<file path="config.mk">
export PLATFORM = sky130hd
export DESIGN_NAME = multicycle_controller
export DESIGN_NICKNAME = d
export VERILOG_FILES = /design/src/rtl/rv32_pkg.sv /design/src/rtl/ctrl_timeout.sv /design/src/rtl/multicycle_controller.sv
export SDC_FILE = /design/constraint.sdc
export NUM_CORES = 1
export LEC_CHECK = 0
export BUFFER_PORTS_ARGS = -buffer_cell sky130_fd_sc_hd__clkbuf_2
export CORE_MARGIN = 10
export CORE_UTILIZATION = 54
export CTS_CLUSTER_SIZE = 20
export DETAILED_ROUTE_END_ITERATION = 10
export PLACE_DENSITY_LB_ADDON = 0.05
export SLEW_MARGIN = 10
export SYNTH_ARGS = -nofsm -noshare
export SYNTH_HDL_FRONTEND = slang
export SYNTH_SLANG_ARGS = --single-unit
</file>
<file path="constraint.sdc">
create_clock -name CLK -period 5.8 [get_ports CLK]
set_clock_uncertainty 0.05 [all_clocks]
set_input_delay 0.29 -clock CLK [delete_from_list [all_inputs] [get_ports CLK]]
set_output_delay 0.29 -clock CLK [all_outputs]
set_load 0.01 [all_outputs]
</file>
<file path="src/rtl/rv32_pkg.sv">
// Shared definitions for the multi-cycle RV32I sequencer: opcodes, FSM states,
// writeback selects and the opcode legality check used in DECODE.
package rv32_pkg;

    localparam logic [31:0] RESET_PC_DEFAULT = 32'h0000_0000;

    localparam logic [6:0] OPC_OP     = 7'b0110011;
    localparam logic [6:0] OPC_OP_IMM = 7'b0010011;
    localparam logic [6:0] OPC_LUI    = 7'b0110111;
    localparam logic [6:0] OPC_AUIPC  = 7'b0010111;
    localparam logic [6:0] OPC_LOAD   = 7'b0000011;
    localparam logic [6:0] OPC_STORE  = 7'b0100011;
    localparam logic [6:0] OPC_BRANCH = 7'b1100011;
    localparam logic [6:0] OPC_JAL    = 7'b1101111;
    localparam logic [6:0] OPC_JALR   = 7'b1100111;

    typedef enum logic [2:0] {
        ST_FETCH,
        ST_DECODE,
        ST_EXECUTE,
        ST_MEM,
        ST_WRITEBACK,
        ST_TRAP
    } ctrl_state_t;

    typedef enum logic [1:0] {
        WB_ALU  = 2'b00,
        WB_LOAD = 2'b01,
        WB_PC4  = 2'b10,
        WB_RSVD = 2'b11
    } wb_sel_t;

    function automatic logic opcode_legal(input logic [6:0] opc);
        case (opc)
            OPC_OP, OPC_OP_IMM, OPC_LUI, OPC_AUIPC, OPC_LOAD,
            OPC_STORE, OPC_BRANCH, OPC_JAL, OPC_JALR: return 1'b1;
            default:                                  return 1'b0;
        endcase
    endfunction

endpackage

</file>
<file path="src/rtl/ctrl_timeout.sv">
// Memory wait watchdog: reloads while no request is stalled, counts down while
// one is, and flags EXPIRED once MEM_TIMEOUT stalled cycles have elapsed.
module ctrl_timeout #(
    parameter int unsigned MEM_TIMEOUT = 16
) (
    input  logic clk,
    input  logic rst,
    input  logic load,
    input  logic dec,
    output logic expired
);
    localparam int unsigned    CW       = $clog2(MEM_TIMEOUT);
    localparam logic [CW-1:0]  LOAD_VAL = CW'(MEM_TIMEOUT - 1);

    logic [CW-1:0] cnt;

    always_ff @(posedge clk or posedge rst) begin
        if (rst)
            cnt <= LOAD_VAL;
        else if (load)
            cnt <= LOAD_VAL;
        else if (dec && cnt != '0)
            cnt <= cnt - 1'b1;
    end

    assign expired = (cnt == '0);

endmodule

</file>
<file path="src/rtl/multicycle_controller.sv">
// Multi-cycle RV32I sequencer: FETCH/DECODE/EXECUTE/MEM/WRITEBACK with memory
// handshakes. RETIRE pulses in the first cycle the updated PC is visible.
module multicycle_controller
    import rv32_pkg::*;
#(
    parameter logic [31:0] RESET_PC    = RESET_PC_DEFAULT,
    parameter int unsigned MEM_TIMEOUT = 16
) (
    input  logic        CLK,
    input  logic        RESET,
    output logic        IMEM_REQ,
    input  logic        IMEM_ACK,
    input  logic [31:0] IMEM_RDATA,
    output logic        DMEM_REQ,
    output logic        DMEM_WE,
    output logic [31:0] DMEM_ADDR,
    input  logic        DMEM_ACK,
    output logic [31:0] PC,
    output logic [31:0] INSTR,
    input  logic [31:0] ALU_RESULT,
    input  logic        BR_TAKEN,
    output logic        RF_WE,
    output logic [1:0]  WB_SEL,
    output logic        RETIRE,
    output logic        TRAP
);
    ctrl_state_t state;
    wb_sel_t     wb_sel;
    logic [31:0] target_q;
    logic [31:0] pc_plus4;
    logic [31:0] exec_pc;
    logic [6:0]  opc;
    logic        rd_nz;
    logic        waiting;
    logic        tmo_expired;
    logic        go_trap;

    assign opc      = INSTR[6:0];
    assign rd_nz    = (INSTR[11:7] != 5'd0);
    assign pc_plus4 = PC + 32'd4;
    assign WB_SEL   = wb_sel;

    // Only one request is ever outstanding, so a single watchdog serves both.
    assign waiting = (IMEM_REQ && !IMEM_ACK) || (DMEM_REQ && !DMEM_ACK);

    ctrl_timeout #(.MEM_TIMEOUT(MEM_TIMEOUT)) u_timeout (
        .clk     (CLK),
        .rst     (RESET),
        .load    (!waiting),
        .dec     (waiting),
        .expired (tmo_expired)
    );

    always_comb begin
        exec_pc = pc_plus4;
        case (opc)
            OPC_BRANCH: exec_pc = BR_TAKEN ? ALU_RESULT : pc_plus4;
            OPC_JAL:    exec_pc = ALU_RESULT;
            OPC_JALR:   exec_pc = {ALU_RESULT[31:1], 1'b0};
            default:    exec_pc = pc_plus4;
        endcase
    end

    // Every next PC is resolved in EXECUTE, so alignment is only checked there.
    always_comb begin
        go_trap = 1'b0;
        case (state)
            ST_FETCH:   go_trap = IMEM_REQ && !IMEM_ACK && tmo_expired;
            ST_DECODE:  go_trap = !opcode_legal(opc);
            ST_EXECUTE: go_trap = (exec_pc[1:0] != 2'b00);
            ST_MEM:     go_trap = DMEM_REQ && !DMEM_ACK && tmo_expired;
            default:    go_trap = 1'b0;
        endcase
    end

    always_ff @(posedge CLK or posedge RESET) begin
        if (RESET) begin
            state     <= ST_FETCH;
            PC        <= RESET_PC;
            INSTR     <= '0;
            IMEM_REQ  <= 1'b0;
            DMEM_REQ  <= 1'b0;
            DMEM_WE   <= 1'b0;
            DMEM_ADDR <= '0;
            RF_WE     <= 1'b0;
            wb_sel    <= WB_ALU;
            RETIRE    <= 1'b0;
            TRAP      <= 1'b0;
            target_q  <= '0;
        end else begin
            RF_WE  <= 1'b0;
            RETIRE <= 1'b0;
            if (go_trap) begin
                state    <= ST_TRAP;
                TRAP     <= 1'b1;
                IMEM_REQ <= 1'b0;
                DMEM_REQ <= 1'b0;
                DMEM_WE  <= 1'b0;
            end else begin
                case (state)
                    ST_FETCH: begin
                        if (!IMEM_REQ) begin
                            IMEM_REQ <= 1'b1;
                        end else if (IMEM_ACK) begin
                            INSTR    <= IMEM_RDATA;
                            IMEM_REQ <= 1'b0;
                            state    <= ST_DECODE;
                        end
                    end
                    ST_DECODE: state <= ST_EXECUTE;
                    ST_EXECUTE: begin
                        target_q <= exec_pc;
                        case (opc)
                            OPC_LOAD, OPC_STORE: begin
                                DMEM_ADDR <= ALU_RESULT;
                                DMEM_REQ  <= 1'b1;
                                DMEM_WE   <= (opc == OPC_STORE);
                                state     <= ST_MEM;
                            end
                            OPC_BRANCH: begin
                                PC       <= exec_pc;
                                RETIRE   <= 1'b1;
                                IMEM_REQ <= 1'b1;
                                state    <= ST_FETCH;
                            end
                            OPC_JAL, OPC_JALR: begin
                                wb_sel <= WB_PC4;
                                RF_WE  <= rd_nz;
                                state  <= ST_WRITEBACK;
                            end
                            default: begin
                                wb_sel <= WB_ALU;
                                RF_WE  <= rd_nz;
                                state  <= ST_WRITEBACK;
                            end
                        endcase
                    end
                    ST_MEM: begin
                        if (DMEM_REQ && DMEM_ACK) begin
                            DMEM_REQ <= 1'b0;
                            DMEM_WE  <= 1'b0;
                            if (DMEM_WE) begin
                                PC       <= target_q;
                                RETIRE   <= 1'b1;
                                IMEM_REQ <= 1'b1;
                                state    <= ST_FETCH;
                            end else begin
                                wb_sel <= WB_LOAD;
                                RF_WE  <= rd_nz;
                                state  <= ST_WRITEBACK;
                            end
                        end
                    end
                    ST_WRITEBACK: begin
                        PC       <= target_q;
                        RETIRE   <= 1'b1;
                        IMEM_REQ <= 1'b1;
                        state    <= ST_FETCH;
                    end
                    default: state <= ST_TRAP;
                endcase
            end
        end
    end

endmodule
</file>
==> results.sh <==
export IMPL_syn_cell_area_sq_um=7200
export IMPL_timing_hold_ws_ns=0.0470
export IMPL_path_class="flop to flop"
export IMPL_track_usage=0.217
export IMPL_antenna_found_initial=0
export IMPL_synth_ff_type="dfrtp_1"
export IMPL_cts_buffers=17
export IMPL_via_count=6060
export IMPL_relSlewSlack=0.312
export IMPL_synth_top_area_frac=0.483
export IMPL_design_area_sq_um=8790
export IMPL_finalHoldViolCount=0
export IMPL_yosysSeqAreaShare=0.497
export IMPL_min_period_ns=3.39
export IMPL_grt_pass1_wl_um=32000
export IMPL_cts_root_buf="clkbuf_16"
export IMPL_grt_max_degree=84
export IMPL_fin_nets=926
export IMPL_drt_total_wl_um=19700
export IMPL_power_density_nw_per_um2=257
export IMPL_maxCapViolations=0
export IMPL_die_area_sq_um=18400
export IMPL_p_leak_nw=4.35
export IMPL_drcViolationCount=0
export IMPL_critPathMaxFanout=32
export IMPL_gr_usage_met3=0.0760
export IMPL_ys_ff_latch=143
export IMPL_path_cells="nand2b_1, a211o_1, a22oi_1, nand2b_2, nor2_4, mux2_2"
export IMPL_setup_violations=0
export IMPL_final_util=0.669
export IMPL_syn_inst=697
export IMPL_fill_cells=1070
export IMPL_layout_drive_gt1_share=0.318
export IMPL_crit_required_ns=6.05
export IMPL_cp_slowest_cell="nor2_4"
export IMPL_yosysWarnings=0
export IMPL_max_stage_delay_ns=0.79
export IMPL_fin_setup_tns_ns=0
export IMPL_async_reset_ff_frac=1.00
export IMPL_dp_hpwl_um=13900
export IMPL_top_usage_layer="met2"
export IMPL_cp_num_buf_inv=0
export IMPL_ctsResizeCount=0
export IMPL_worst_pin_slew_ns=1.03
export IMPL_via_per_inst=5.81
export IMPL_synth_edf_count=0
export IMPL_drt_iter0_drc=494
export IMPL_fmax_ghz=0.295
export IMPL_grt_ovfl_total=0
export IMPL_routedWlPerCell_um=18.9
export IMPL_core_area_sq_um=13100
export IMPL_path_clk_slew_ns=0.06
export IMPL_die_y_um=135
export IMPL_use_met1=0.247
export IMPL_globalplace_congestion=0.843
export IMPL_ir_worst_vdd_mv=0.177
export IMPL_diodes=0
export IMPL_slew_violations=0
export IMPL_drt_pass1_iter_count=5
export IMPL_rows=42
export IMPL_portBuffers=172
export IMPL_ant_nets=0
export IMPL_post_cts_setup_buffers=0
export IMPL_grt_pass1_vias=6309
export IMPL_worstSetupStartpoint="INSTR[3]$_DFFE_PP0P_"
export IMPL_syn_to_final_growth_pct=22.1
export IMPL_cts_htree_levels=4
export IMPL_synth_fp_nets=769
export IMPL_period_share=0.584
export IMPL_start_util=0.548
export IMPL_synth_area_leaders="dfrtp_1, mux2_2, mux2_1"
export IMPL_use_met2=0.371
export IMPL_clock_latency_ns=0.42
export IMPL_crit_arrival_ns=3.64
export IMPL_worstSetupStartpointType="flop"
export IMPL_chipWidth_um=135
export IMPL_place_area_sq_um=8130
export IMPL_cts_buffer_depth=2
export IMPL_synth_avg_cell_area_sq_um=10.3
export IMPL_reg2reg_from="INSTR[3]$_DFFE_PP0P_"
export IMPL_clock_sinks=143
export IMPL_cp_top_family="simple AND/OR/NAND/NOR gates"
export IMPL_holdCritStartpoint="IMEM_RDATA[18]"
export IMPL_setup_worst_path_end_class="flop"
export IMPL_hold_path_class="primary input to flop"
export IMPL_ios=173
export IMPL_ys_types=65
export IMPL_rsz0062_at_grt="false"
export IMPL_cts_tree="done"
export IMPL_status="finished, final reports clean"
export IMPL_yosysTopAreaCell="dfrtp_1"
## layout by cell type, fill, tap and decap left out, drive strengths merged, types with 5 or more instances in the layout
cell,netlist,final
a211oi,5,5
a21o,6,6
a21oi,43,43
a22o,5,5
and3,13,13
buf,21,7
bufinv,0,5
clkbuf,21,191
clkinv,1,6
dfrtp,139,139
inv,15,15
mux2,77,77
mux2i,9,9
nand2,78,78
nand2b,5,5
nand3,24,24
nand4,10,10
nor2,54,54
nor3,11,11
nor4,6,6
o21ai,47,47
o221ai,6,6
o31a,7,7
o31ai,8,8
or3,7,7
xnor2,20,20
xor2,7,7
## logic make-up (layout without fill, tap and decap cells)
family	after synthesis	count (layout)	share of synthesized area
AOI/OAI and AO/OA	152	152	0.135
xor gates and xnor gates	27	27	0.0328
adders and majority gates	3	3	0.00521
buffers and inverters	58	228	0.0413
DFF	143	143	0.497
muxes	86	86	0.133
and+or+nand+nor	228	228	0.155
## state kept, by name, summed over array words and instances, names as in the netlist, 2 cells and up
register / cells
DMEM_ADDR: 32
INSTR: 32
u_timeout.cnt: 4
target_q: 32
PC: 32
WB_SEL: 2
state: 3
## worst paths after layout
check                      slack (ns)  cells past startpoint                         to
setup / recovery                 2.41                      6  DMEM_ADDR[25]$_DFFE_PP0P_
hold / removal                   0.05                      2      INSTR[18]$_DFFE_PP0P_
setup reg to reg                 2.41                      6  DMEM_ADDR[25]$_DFFE_PP0P_
hold reg to reg                  0.42                      1           TRAP$_DFFE_PP0P_
max in group asynchronous        3.89                      4   target_q[23]$_DFFE_PP0P_
min in group asynchronous        0.51                      3      INSTR[30]$_DFFE_PP0P_
## power by group
part           leakage [nW]  switching, W  internal [W]
Clock                 0.309      0.000425      0.000776
Sequential             1.92   0.000000754      0.000999
Combinational          2.12     0.0000357     0.0000197
Total                  4.35      0.000462       0.00179
## metrics by stage
stage          total power (W)  setup WS, ns  std cells
2_1_floorplan          0.00104          1.63        697
3_3_place_gp           0.00107          2.55       1010
3_5_place_dp           0.00107          2.42       1010
4_1_cts                0.00227          2.39       1043
5_1_grt                0.00233          2.18       1043
6_report               0.00226          2.41       1043
## metal layers
| metal | vias up | wire length, um |
|---|---|---|
| met4 | 0 | 375 |
| met2 | 231 | 9930 |
| met3 | 31 | 1610 |
| met5 | - | 0 |
| met1 | 2991 | 7760 |
| li1 | 2807 | - |
## worst reg2reg max path, cell delays in order, from the launching register on
cell and delay, ns:
dfrtp_1 0.49, nand2b_1 0.26, a211o_1 0.75, a22oi_1 0.22, nand2b_2 0.28, nor2_4 0.79
mux2_2 0.42
## cell type report
| cell class | count | area, sq um | area share |
|---|---|---|---|
| Clock buffer | 19 | 443 | 0.0504 |
| Clock inverter | 13 | 213 | 0.0242 |
| Inverter | 16 | 70.1 | 0.00797 |
| Multi-Input combinational cell | 496 | 3340 | 0.380 |
| Sequential cell | 143 | 3580 | 0.408 |
| Tap cell | 176 | 220 | 0.0250 |
| Timing Repair Buffer | 180 | 923 | 0.105 |
## synthesized netlist by cell type, types with 4 or more instances
library cell	n
dfstp_2	4
nand2b_1	5
nor2_1	53
a22o_1	5
a21o_1	6
xnor2_1	20
nand4_1	10
nor3_1	10
buf_2	12
xor2_1	7
nand3_1	24
a31oi_1	4
mux2i_1	9
clkbuf_1	21
o22ai_1	4
or3_1	7
and3_1	13
o31ai_1	8
o221ai_1	6
dfrtp_1	139
mux2_1	33
a21oi_2	6
buf_6	6
mux2_2	44
o21ai_1	16
nor4_1	6
o21ai_0	31
inv_1	15
o31a_1	7
a211oi_1	5
nand2_1	78
a21oi_1	37
## timing repair
action                                  CTS  global route
endpoints found under the setup margin    0             0
hold endpoints to repair                 78             0
hold buffers                              1             0
(Power assumes the default switching activity.)
